==> config.mk <==
export PLATFORM = sky130hd
export DESIGN_NAME = fifo_gray_ptr_flat
export DESIGN_NICKNAME = d
export VERILOG_FILES = /design/src/rtl/fifo_gray_ptr_if.sv /design/src/rtl/fifo_gray_ptr.sv /design/src/flat_wrapper.sv
export SDC_FILE = /design/constraint.sdc
export NUM_CORES = 1
export LEC_CHECK = 0
export BUFFER_PORTS_ARGS = -buffer_cell sky130_fd_sc_hd__buf_2
export CAP_MARGIN = 0
export CORE_UTILIZATION = 35
export CTS_BUF_LIST = sky130_fd_sc_hd__clkbuf_4 sky130_fd_sc_hd__clkbuf_8 sky130_fd_sc_hd__clkbuf_16
export DETAILED_ROUTE_END_ITERATION = 12
export SYNTH_ARGS = -nofsm -noshare
export SYNTH_HDL_FRONTEND = slang
export SYNTH_SLANG_ARGS = --single-unit
==> constraint.sdc <==
create_clock -name clk -period 3.1 [get_ports clk]
set_input_delay 0.31 -clock clk [delete_from_list [all_inputs] [get_ports clk]]
set_output_delay 0.31 -clock clk [all_outputs]
set_load 0.01 [all_outputs]
==> src/rtl/fifo_gray_ptr_if.sv <==
// Write/read port bundle for fifo_gray_ptr.
// With FIFO_LEVEL_EN defined the bundle also carries fill_level.
interface fifo_gray_ptr_if #(
  parameter int unsigned DATA_WIDTH = 8,
  parameter int unsigned DEPTH      = 16
);
  localparam int unsigned ADDR_WIDTH = $clog2(DEPTH);

  logic                  wr_en;
  logic [DATA_WIDTH-1:0] wr_data;
  logic                  rd_en;
  logic [DATA_WIDTH-1:0] rd_data;
  logic                  wr_full;
  logic                  rd_empty;
`ifdef FIFO_LEVEL_EN
  logic [ADDR_WIDTH:0]   fill_level;
`endif

  // Producer/consumer side: drives requests and write data.
  modport master (
    output wr_en,
    output wr_data,
    output rd_en,
`ifdef FIFO_LEVEL_EN
    input  fill_level,
`endif
    input  rd_data,
    input  wr_full,
    input  rd_empty
  );

  // FIFO side: accepts requests and returns data and status.
  modport slave (
    input  wr_en,
    input  wr_data,
    input  rd_en,
`ifdef FIFO_LEVEL_EN
    output fill_level,
`endif
    output rd_data,
    output wr_full,
    output rd_empty
  );
endinterface

==> src/rtl/fifo_gray_ptr.sv <==
// Single-clock FIFO with binary wrap-bit pointers mirrored in Gray code.
// Both flags are registered and computed from the next-state pointers.
// Optional feature: define FIFO_LEVEL_EN to add the registered fill_level output.
module fifo_gray_ptr #(
  parameter int unsigned DATA_WIDTH = 8,
  parameter int unsigned DEPTH      = 16
) (
  input  logic          clk,
  input  logic          rst,
  fifo_gray_ptr_if.slave bus
);
  localparam int unsigned ADDR_WIDTH = $clog2(DEPTH);
  localparam int unsigned PTR_WIDTH  = ADDR_WIDTH + 1;

  logic [DATA_WIDTH-1:0] mem [DEPTH];

  logic [PTR_WIDTH-1:0]  wr_ptr;
  logic [PTR_WIDTH-1:0]  rd_ptr;
  logic [PTR_WIDTH-1:0]  wr_gray;
  logic [PTR_WIDTH-1:0]  rd_gray;
  logic [DATA_WIDTH-1:0] rd_data_q;
  logic                  wr_full_q;
  logic                  rd_empty_q;

  logic                  wr_fire;
  logic                  rd_fire;
  logic [PTR_WIDTH-1:0]  wr_ptr_next;
  logic [PTR_WIDTH-1:0]  rd_ptr_next;
  logic [PTR_WIDTH-1:0]  wr_gray_next;
  logic [PTR_WIDTH-1:0]  rd_gray_next;
  logic                  wr_full_next;
  logic                  rd_empty_next;

  function automatic logic [PTR_WIDTH-1:0] bin2gray(input logic [PTR_WIDTH-1:0] b);
    return b ^ (b >> 1);
  endfunction

  // Accept decisions, next pointers and next flags (flags gated by pre-edge state).
  always_comb begin
    wr_fire       = bus.wr_en & ~wr_full_q;
    rd_fire       = bus.rd_en & ~rd_empty_q;
    wr_ptr_next   = wr_ptr + PTR_WIDTH'(wr_fire);
    rd_ptr_next   = rd_ptr + PTR_WIDTH'(rd_fire);
    wr_gray_next  = wr_gray;
    rd_gray_next  = rd_gray;
    if (wr_fire) begin
      wr_gray_next = bin2gray(wr_ptr_next);
    end
    if (rd_fire) begin
      rd_gray_next = bin2gray(rd_ptr_next);
    end
    rd_empty_next = (wr_gray_next == rd_gray_next);
    // A pointer DEPTH ahead differs from the other only in its top two Gray bits.
    wr_full_next  = (wr_gray_next ==
                     {~rd_gray_next[PTR_WIDTH-1 -: 2], rd_gray_next[PTR_WIDTH-3:0]});
  end

  // Pointers, Gray mirrors and flags; reset leaves the FIFO empty.
  always_ff @(posedge clk or negedge rst) begin
    if (!rst) begin
      wr_ptr     <= '0;
      rd_ptr     <= '0;
      wr_gray    <= '0;
      rd_gray    <= '0;
      wr_full_q  <= 1'b0;
      rd_empty_q <= 1'b1;
    end else begin
      wr_ptr     <= wr_ptr_next;
      rd_ptr     <= rd_ptr_next;
      wr_gray    <= wr_gray_next;
      rd_gray    <= rd_gray_next;
      wr_full_q  <= wr_full_next;
      rd_empty_q <= rd_empty_next;
    end
  end

  // Storage array; not reset, stale entries are unreachable once pointers clear.
  always_ff @(posedge clk) begin
    if (wr_fire) begin
      mem[wr_ptr[ADDR_WIDTH-1:0]] <= bus.wr_data;
    end
  end

  // Registered read data; holds its value when no read is accepted.
  always_ff @(posedge clk or negedge rst) begin
    if (!rst) begin
      rd_data_q <= '0;
    end else if (rd_fire) begin
      rd_data_q <= mem[rd_ptr[ADDR_WIDTH-1:0]];
    end
  end

  assign bus.rd_data  = rd_data_q;
  assign bus.wr_full  = wr_full_q;
  assign bus.rd_empty = rd_empty_q;

`ifdef FIFO_LEVEL_EN
  logic [PTR_WIDTH-1:0] fill_level_q;

  // Occupancy after each edge, taken from the next-state pointers.
  always_ff @(posedge clk or negedge rst) begin
    if (!rst) begin
      fill_level_q <= '0;
    end else begin
      fill_level_q <= wr_ptr_next - rd_ptr_next;
    end
  end

  assign bus.fill_level = fill_level_q;
`endif

endmodule

==> src/flat_wrapper.sv <==
// flat-port wrapper written by rule: the top's interface ports become plain ports
module fifo_gray_ptr_flat 
#(
  parameter int unsigned DATA_WIDTH = 8,
  parameter int unsigned DEPTH      = 16
)
  (clk, rst, bus_wr_en, bus_wr_data, bus_rd_en, bus_rd_data, bus_wr_full, bus_rd_empty);
  fifo_gray_ptr_if #(.DATA_WIDTH(DATA_WIDTH), .DEPTH(DEPTH)) bus_i ();
  input  logic clk;
  input  logic rst;
  input wire logic [$bits(bus_i.wr_en)-1:0] bus_wr_en;
  input wire logic [$bits(bus_i.wr_data)-1:0] bus_wr_data;
  input wire logic [$bits(bus_i.rd_en)-1:0] bus_rd_en;
  output wire logic [$bits(bus_i.rd_data)-1:0] bus_rd_data;
  output wire logic [$bits(bus_i.wr_full)-1:0] bus_wr_full;
  output wire logic [$bits(bus_i.rd_empty)-1:0] bus_rd_empty;
  assign bus_i.wr_en = bus_wr_en;
  assign bus_i.wr_data = bus_wr_data;
  assign bus_i.rd_en = bus_rd_en;
  assign bus_rd_data = bus_i.rd_data;
  assign bus_wr_full = bus_i.wr_full;
  assign bus_rd_empty = bus_i.rd_empty;
  fifo_gray_ptr #(.DATA_WIDTH(DATA_WIDTH), .DEPTH(DEPTH)) u_core (.clk(clk), .rst(rst), .bus(bus_i));
endmodule
==> impl_metrics.tcl, run 1 <==
set metrics [dict create \
    grt_max_degree 36 \
    critPathBufInv 1 \
    drt-initial-drc-count 278 \
    cts_buffers 17 \
    hold_viol_final 0 \
    chipWidth_um 136 \
    p_per_area_mw_per_mm2 963 \
    grt_pass1_wl_um 18700 \
    antenna_found_initial 0 \
    clock_power_share_pct 29.0 \
    p_sw_share_pct 32.5 \
    yosys-top-cells-area "edfxtp_1 61%, dfrtp_1 11%, mux4_2 11%" \
    switching_power_uw 2290 \
    synth_cell_type_count 40 \
    p_int_uw 4740 \
    ys_seq_elements 158 \
    pin_count 22 \
    finClkSkew_ps 9.96 \
    row_count 48 \
    path_class "reg -> reg" \
    synthesis.nets 363 \
    nFillCells 1529 \
    yosysTopAreaCell "edfxtp_1" \
    cp_top_family "simple AND/OR/NAND/NOR gates" \
    synth.yosys.seq_area_share_pct 72.7 \
    hold_ws_ps 260 \
    worst_slew_pin_slew_ps 934 \
    start_util_pct 36.2 \
    drc_errors 0 \
    diodes 0 \
    crit_path_end_kind "flip-flop" \
    async_flop_share_pct 19.0 \
    cts_tree "done" \
    crit_slowest_cell "dfstp_2" \
    synth_ff_type "edfxtp_1" \
    synth.top_cell.area_share_pct 60.8 \
    routedWlPerCell_um 19.3 \
    synth_area_mm2 0.00632 \
    crit_chain "nand2b_1, inv_1, ha_1, ha_1, xor2_1, and2_1, o31ai_2, xor2_1, or3_1, and3b_1" \
    place_hpwl_um 7400 \
    vias 3086 \
    clk_pin_slew_worst_paths_ps 70 \
    min_period_ps 2550 \
    die-area_mm2 0.0186 \
    postCtsSetupBuffers 0 \
    status "complete, no violations" \
    combPwrFrac_pct 30.1 \
    finalSetupTns_ps 0 \
    cts_max_level 4 \
    synth_cells 347 \
    clock_latency_ps 430 \
    die_h_um 136 \
    synth_area_per_cell_um2 18.2 \
    hold_path_class "in -> reg" \
    slowest_delay_ps 520 \
    drive_gt1_share_pct 27.5 \
    dr.pass1.iters 5 \
    multi_input_area_mm2 0.00156 \
    critPathLaunchType "flip-flop" \
    vdd.ir_drop.worst_mv 0.693 \
    overflow 0 \
    wl_um 12000 \
    synth_edf_count 128 \
    place_congestion 0.763 \
    cp_max_fo 4 \
    slew_viol_final 0 \
    period_share_pct 82.3 \
    finalNetCount 399 \
    root_buffer "clkbuf_16" \
    cp.arrival_ps 2920 \
    io_buffers 21 \
    grt_usage_pct 14.5 \
    yosysMostFrequentCell "edfxtp_1" \
    maxCapViolations 0 \
    register_area_mm2 0.00460 \
    leakagePower_uw 0.00255 \
    yosys_warnings 0 \
    area_growth_pct 15.5 \
    clock_sinks 158 \
    core_area_mm2 0.0175 \
    grt_setup_unrepaired "false" \
    antenna_left 0 \
    setup_viol 0 \
    grt_pass1_vias 3236 \
    cts_buffer_depth 2 \
    via_per_inst 4.97 \
    slew-limit-headroom_pct 37.5 \
    fmax_mhz 392 \
    required_ps 3470 \
    p_seq_share_pct 41.0 \
    ys_top_cells_by_count "128 x edfxtp_1, 32 x mux4_2, 29 x dfrtp_1" \
]
==> power by group through the flow <==
stage | clock [uW] | sequential (uW) | combinational, uW
2_1_floorplan | 0 | 2850 | 1680
3_3_place_gp | 0 | 2910 | 2140
3_5_place_dp | 0 | 2930 | 2160
4_1_cts | 2070 | 2880 | 2160
5_1_grt | 2150 | 2920 | 2310
6_report | 2040 | 2880 | 2110
==> state kept, by name (all words and copies together), names as in the netlist <==
name and cells:
u_core.mem 128, u_core.bus.rd_data 8, u_core.wr_gray 5, u_core.bus.wr_full 1, u_core.bus.rd_empty 1, u_core.wr_ptr 5, u_core.rd_gray 5, u_core.rd_ptr 5
==> timing repair <==
action | 4_1_cts | 5_1_grt
resized for setup | 0 | 0
endpoints found under the hold margin | 29 | 0
hold buffers | 1 | 0
==> through the flow <==
step	cells	power [uW]	setup slack, ps	util, %	area [um2]
floorplan	347	4530	571	-	6320
global placement	588	5050	599	38.3	6700
detailed placement	588	5090	565	38.3	6700
CTS	621	7120	528	41.8	7300
global route	621	7390	406	41.8	7300
finish	621	7030	549	41.8	7300
==> worst reg2reg max path, stage by stage, from the launching register on <==
cell and delay (ps):
dfstp_2 520, nand2b_1 120, inv_1 90, ha_1 240, ha_1 260, xor2_1 200, and2_1 190, o31ai_2 240
xor2_1 100, or3_1 330, and3b_1 210
==> final timing paths <==
| kind | startpoint | slack (ps) | cells past startpoint | endpoint |
|---|---|---|---|---|
| max reg2reg | u_core.bus.rd_empty | 550 | 10 | u_core.bus.wr_full |
| max | u_core.bus.rd_empty | 550 | 10 | u_core.bus.wr_full |
| min reg2reg | u_core.bus.rd_data[0] | 480 | 2 | u_core.bus.rd_data[0] |
| min | bus_wr_data[4] | 260 | 1 | u_core.mem[10][4] |
| max in group asynchronous | rst | 2150 | 2 | u_core.rd_ptr[0] |
| min in group asynchronous | rst | 460 | 2 | u_core.wr_ptr[2] |
==> cell usage in the layout (no fill, tap or decap), types with 4 or more instances in the layout <==
cell       synthesis  layout
edfxtp_1         128     128
mux4_2            32      32
dfrtp_1           29      28
buf_2              5      21
nand2_1           20      20
nor2_1            19      19
clkbuf_16          0      17
buf_4              3      13
inv_1             11      11
xor2_1             8       8
xnor2_1            8       8
a22o_1             8       8
a221oi_1           8       8
o21ai_1            8       8
nand3_1            7       7
nor3_1             5       5
inv_8              0       5
and2_1             4       4
nand2b_1           4       4
ha_1               4       4
inv_6              0       4
==> cells by family (layout without fill, tap and decap cells) <==
logic type	Yosys count	count (layout)	share of synthesized area (%)
multiplexers	32	32	11.4
AND/OR/NAND/NOR	67	67	5.13
XOR/XNOR	17	17	2.47
adder cells (fa/ha/maj)	4	4	0.792
buffers and inverters	30	79	2.65
flip-flops	158	158	72.7
AO/OA/AOI/OAI	39	39	4.83
==> area by class of cell <==
type / count / area share, %
Sequential cell: 158 / 63.0
Multi-Input combinational cell: 159 / 21.3
Clock buffer: 17 / 5.83
Tap cell: 225 / 3.86
Timing Repair Buffer: 36 / 3.19
Clock inverter: 15 / 2.28
Inverter: 11 / 0.566
==> metal layers <==
metal | share of wire, % | track usage, % | vias to the layer above
met4 | 1.7 | 6.11 | 0
met2 | 47 | 21.7 | 71
met1 | 46 | 19.9 | 1571
li1 | - | - | 1427
met3 | 5.3 | 3.73 | 17
met5 | 0 | 0 | -
Note: power is estimated with default switching activity, not from simulation.
==> run 2: changes to the inputs <==
clock period = 2.5 ns   (was 3.1 ns; I/O delays follow)
==> run 2 against run 1 <==
Sequential power increased by 24%. Wire length increased by 2.2%. Non-clock buffer count increased by 10. Clock power increased by 32%. Register-to-register slack got worse by 420 ps. Total power increased by 28%. Clock skew decreased by 4.1 ps. Sequential cell count unchanged. Combinational power increased by 31%. Worst hold slack got worse by 36 ps. Critical path depth unchanged. Die area unchanged. Critical endpoint unchanged. Largest cell class unchanged.
==> impl_metrics.tcl, run 2 (synthesis results as in run 1) <==
set metrics [dict create \
    period_share_pct 94.7 \
    r2r-start "u_core.bus.rd_empty" \
    io_buffers 21 \
    dr.pass1.iters 4 \
    largest_reg_flops 128 \
    overflow 0 \
    die-area_mm2 0.0186 \
    setup_viol 0 \
    slew_viol_final 0 \
    chipWidth_um 136 \
    maxCapViolations 0 \
    p_sw_share_pct 29.9 \
    grt_setup_unrepaired "false" \
    antenna_found_initial 0 \
    drc_errors 0 \
    post-route-util_pct 42.6 \
    met2_length_um 6050 \
    r2r_slack_ps 130 \
    p_int_uw 6330 \
    cp_max_fo 4 \
    drive_gt1_share_pct 29.8 \
    endpoint "u_core.bus.wr_full" \
    clk_pin_slew_worst_paths_ps 60 \
    met3_wirelength_um 601 \
    leakagePower_uw 0.00262 \
    grt_pass1_vias 3295 \
    vdd.ir_drop.worst_mv 0.618 \
    clock_power_share_pct 29.8 \
    layout_commonest_cell "edfxtp_1" \
    combPwrFrac_pct 30.6 \
    vias 3133 \
    root_buffer "clkbuf_16" \
    core_area_mm2 0.0175 \
    hold_path_class "in -> reg" \
    area_growth_pct 17.8 \
    die_h_um 136 \
    r2r-end "u_core.bus.wr_full" \
    routedWlPerCell_um 19.4 \
    nFillCells 1521 \
    startpoint "u_core.bus.rd_empty" \
    path_class "reg -> reg" \
    cp.arrival_ps 2720 \
    grt_usage_pct 14.8 \
    hold_viol_final 0 \
    switching_power_uw 2700 \
    diodes 0 \
    whs_path_depth 1 \
    worst_slew_pin_slew_ps 724 \
    p_seq_share_pct 39.6 \
    postCtsSetupBuffers 0 \
    clock_latency_ps 410 \
    critPathLaunchType "flip-flop" \
    cts_max_level 4 \
    pin_count 22 \
    r2r_cells 10 \
    met1_length_um 5470 \
    row_count 48 \
    slew-limit-headroom_pct 51.6 \
    required_ps 2860 \
    maxUsedRoutingLayer "met4" \
    finalSetupTns_ps 0 \
    start_util_pct 36.2 \
    fmax_mhz 422 \
    grt_pass1_wl_um 19400 \
    hold_ws_ps 224 \
    finClkSkew_ps 5.84 \
    place_hpwl_um 7590 \
    cts_buffers 17 \
    wl_um 12200 \
    clock_sinks 158 \
    cts_buffer_depth 2 \
    crit_path_end_kind "flip-flop" \
    drt-initial-drc-count 270 \
    grt_max_degree 36 \
    antenna_left 0 \
    p_per_area_mw_per_mm2 1210 \
    status "complete, no violations" \
    via_per_inst 4.97 \
    cts_tree "done" \
    final_cell_mix "128 x edfxtp_1, 32 x mux4_2, 28 x dfrtp_1, 22 x buf_4, 21 x buf_2" \
    place_congestion 0.737 \
    min_period_ps 2370 \
    finalNetCount 409 \
]
## run 2: cell count changes in the layout (fill, tap and decap cells not counted), moves of 2 or more
cell / delta
buf_4: +9
clkinv_2: +2
clkinv_8: -3
bufinv_16: +4
ha_2: +2
clkinv_1: +2
inv_8: -5
ha_1: -3
## run 2: power groups by stage
stage                     registers [uW]  clock network, uW  logic (uW)
after CTS                           3570               2750        2790
final                               3570               2690        2760
after global placement              3600                  0        2740
after global routing                3620               2880        3050
after detailed placement            3620                  0        2780
after floorplan                     3530                  0        2090
## run 2: stage by stage
step	power [uW]	setup WS, ps	std cells	area, um2
4_1_cts	9110	66.1	631	7420
5_1_grt	9550	19.8	631	7450
2_1_floorplan	5620	13.3	347	6320
6_report	9030	132	631	7450
3_3_place_gp	6340	112	598	6790
3_5_place_dp	6400	78.8	598	6790
## run 2: worst max-delay path, stage by stage, from the launching register on
cell and delay (ps):
dfstp_2 520, nand2b_1 110, inv_1 80, ha_2 200, ha_4 180, xor2_1 180
and2_4 190, o31ai_4 230, xor2_1 90, or3_1 320, and3b_1 210
## run 2: what timing repair did
item,4_1_cts,5_1_grt
endpoints found under the setup margin,0,2
resized for setup,0,6
hold buffers,1,0
hold endpoints to repair,29,0
## run 2: area by class of cell
class                   instances  area, um2  share of cell area [%]
repair buffers                 46        320                    4.30
flip-flops and latches        158       4600                    61.7
multi-input cells             159       1590                    21.3
well taps                     225        282                    3.78
clock inverters                14        189                    2.54
inverters                      11       41.3                   0.554
clock buffers                  18        433                    5.81
## run 2: worst min-delay path by stage
stage / start / to / slack [ps]
after floorplan: rst / u_core.bus.rd_data[0] / -50
after global placement: rst / u_core.wr_gray[3] / 330
after detailed placement: rst / u_core.wr_gray[3] / 340
after CTS: bus_wr_data[4] / u_core.mem[9][4] / 210
after global routing: bus_wr_data[4] / u_core.mem[9][4] / 210
final: bus_wr_data[7] / u_core.mem[6][7] / 220
## run 2: routing by layer
layer  up-vias  GRT usage (%)
li1       1449              -
met5         -              0
met1      1606           19.8
met2        71           23.2
met4         0           4.94
met3         7           4.25
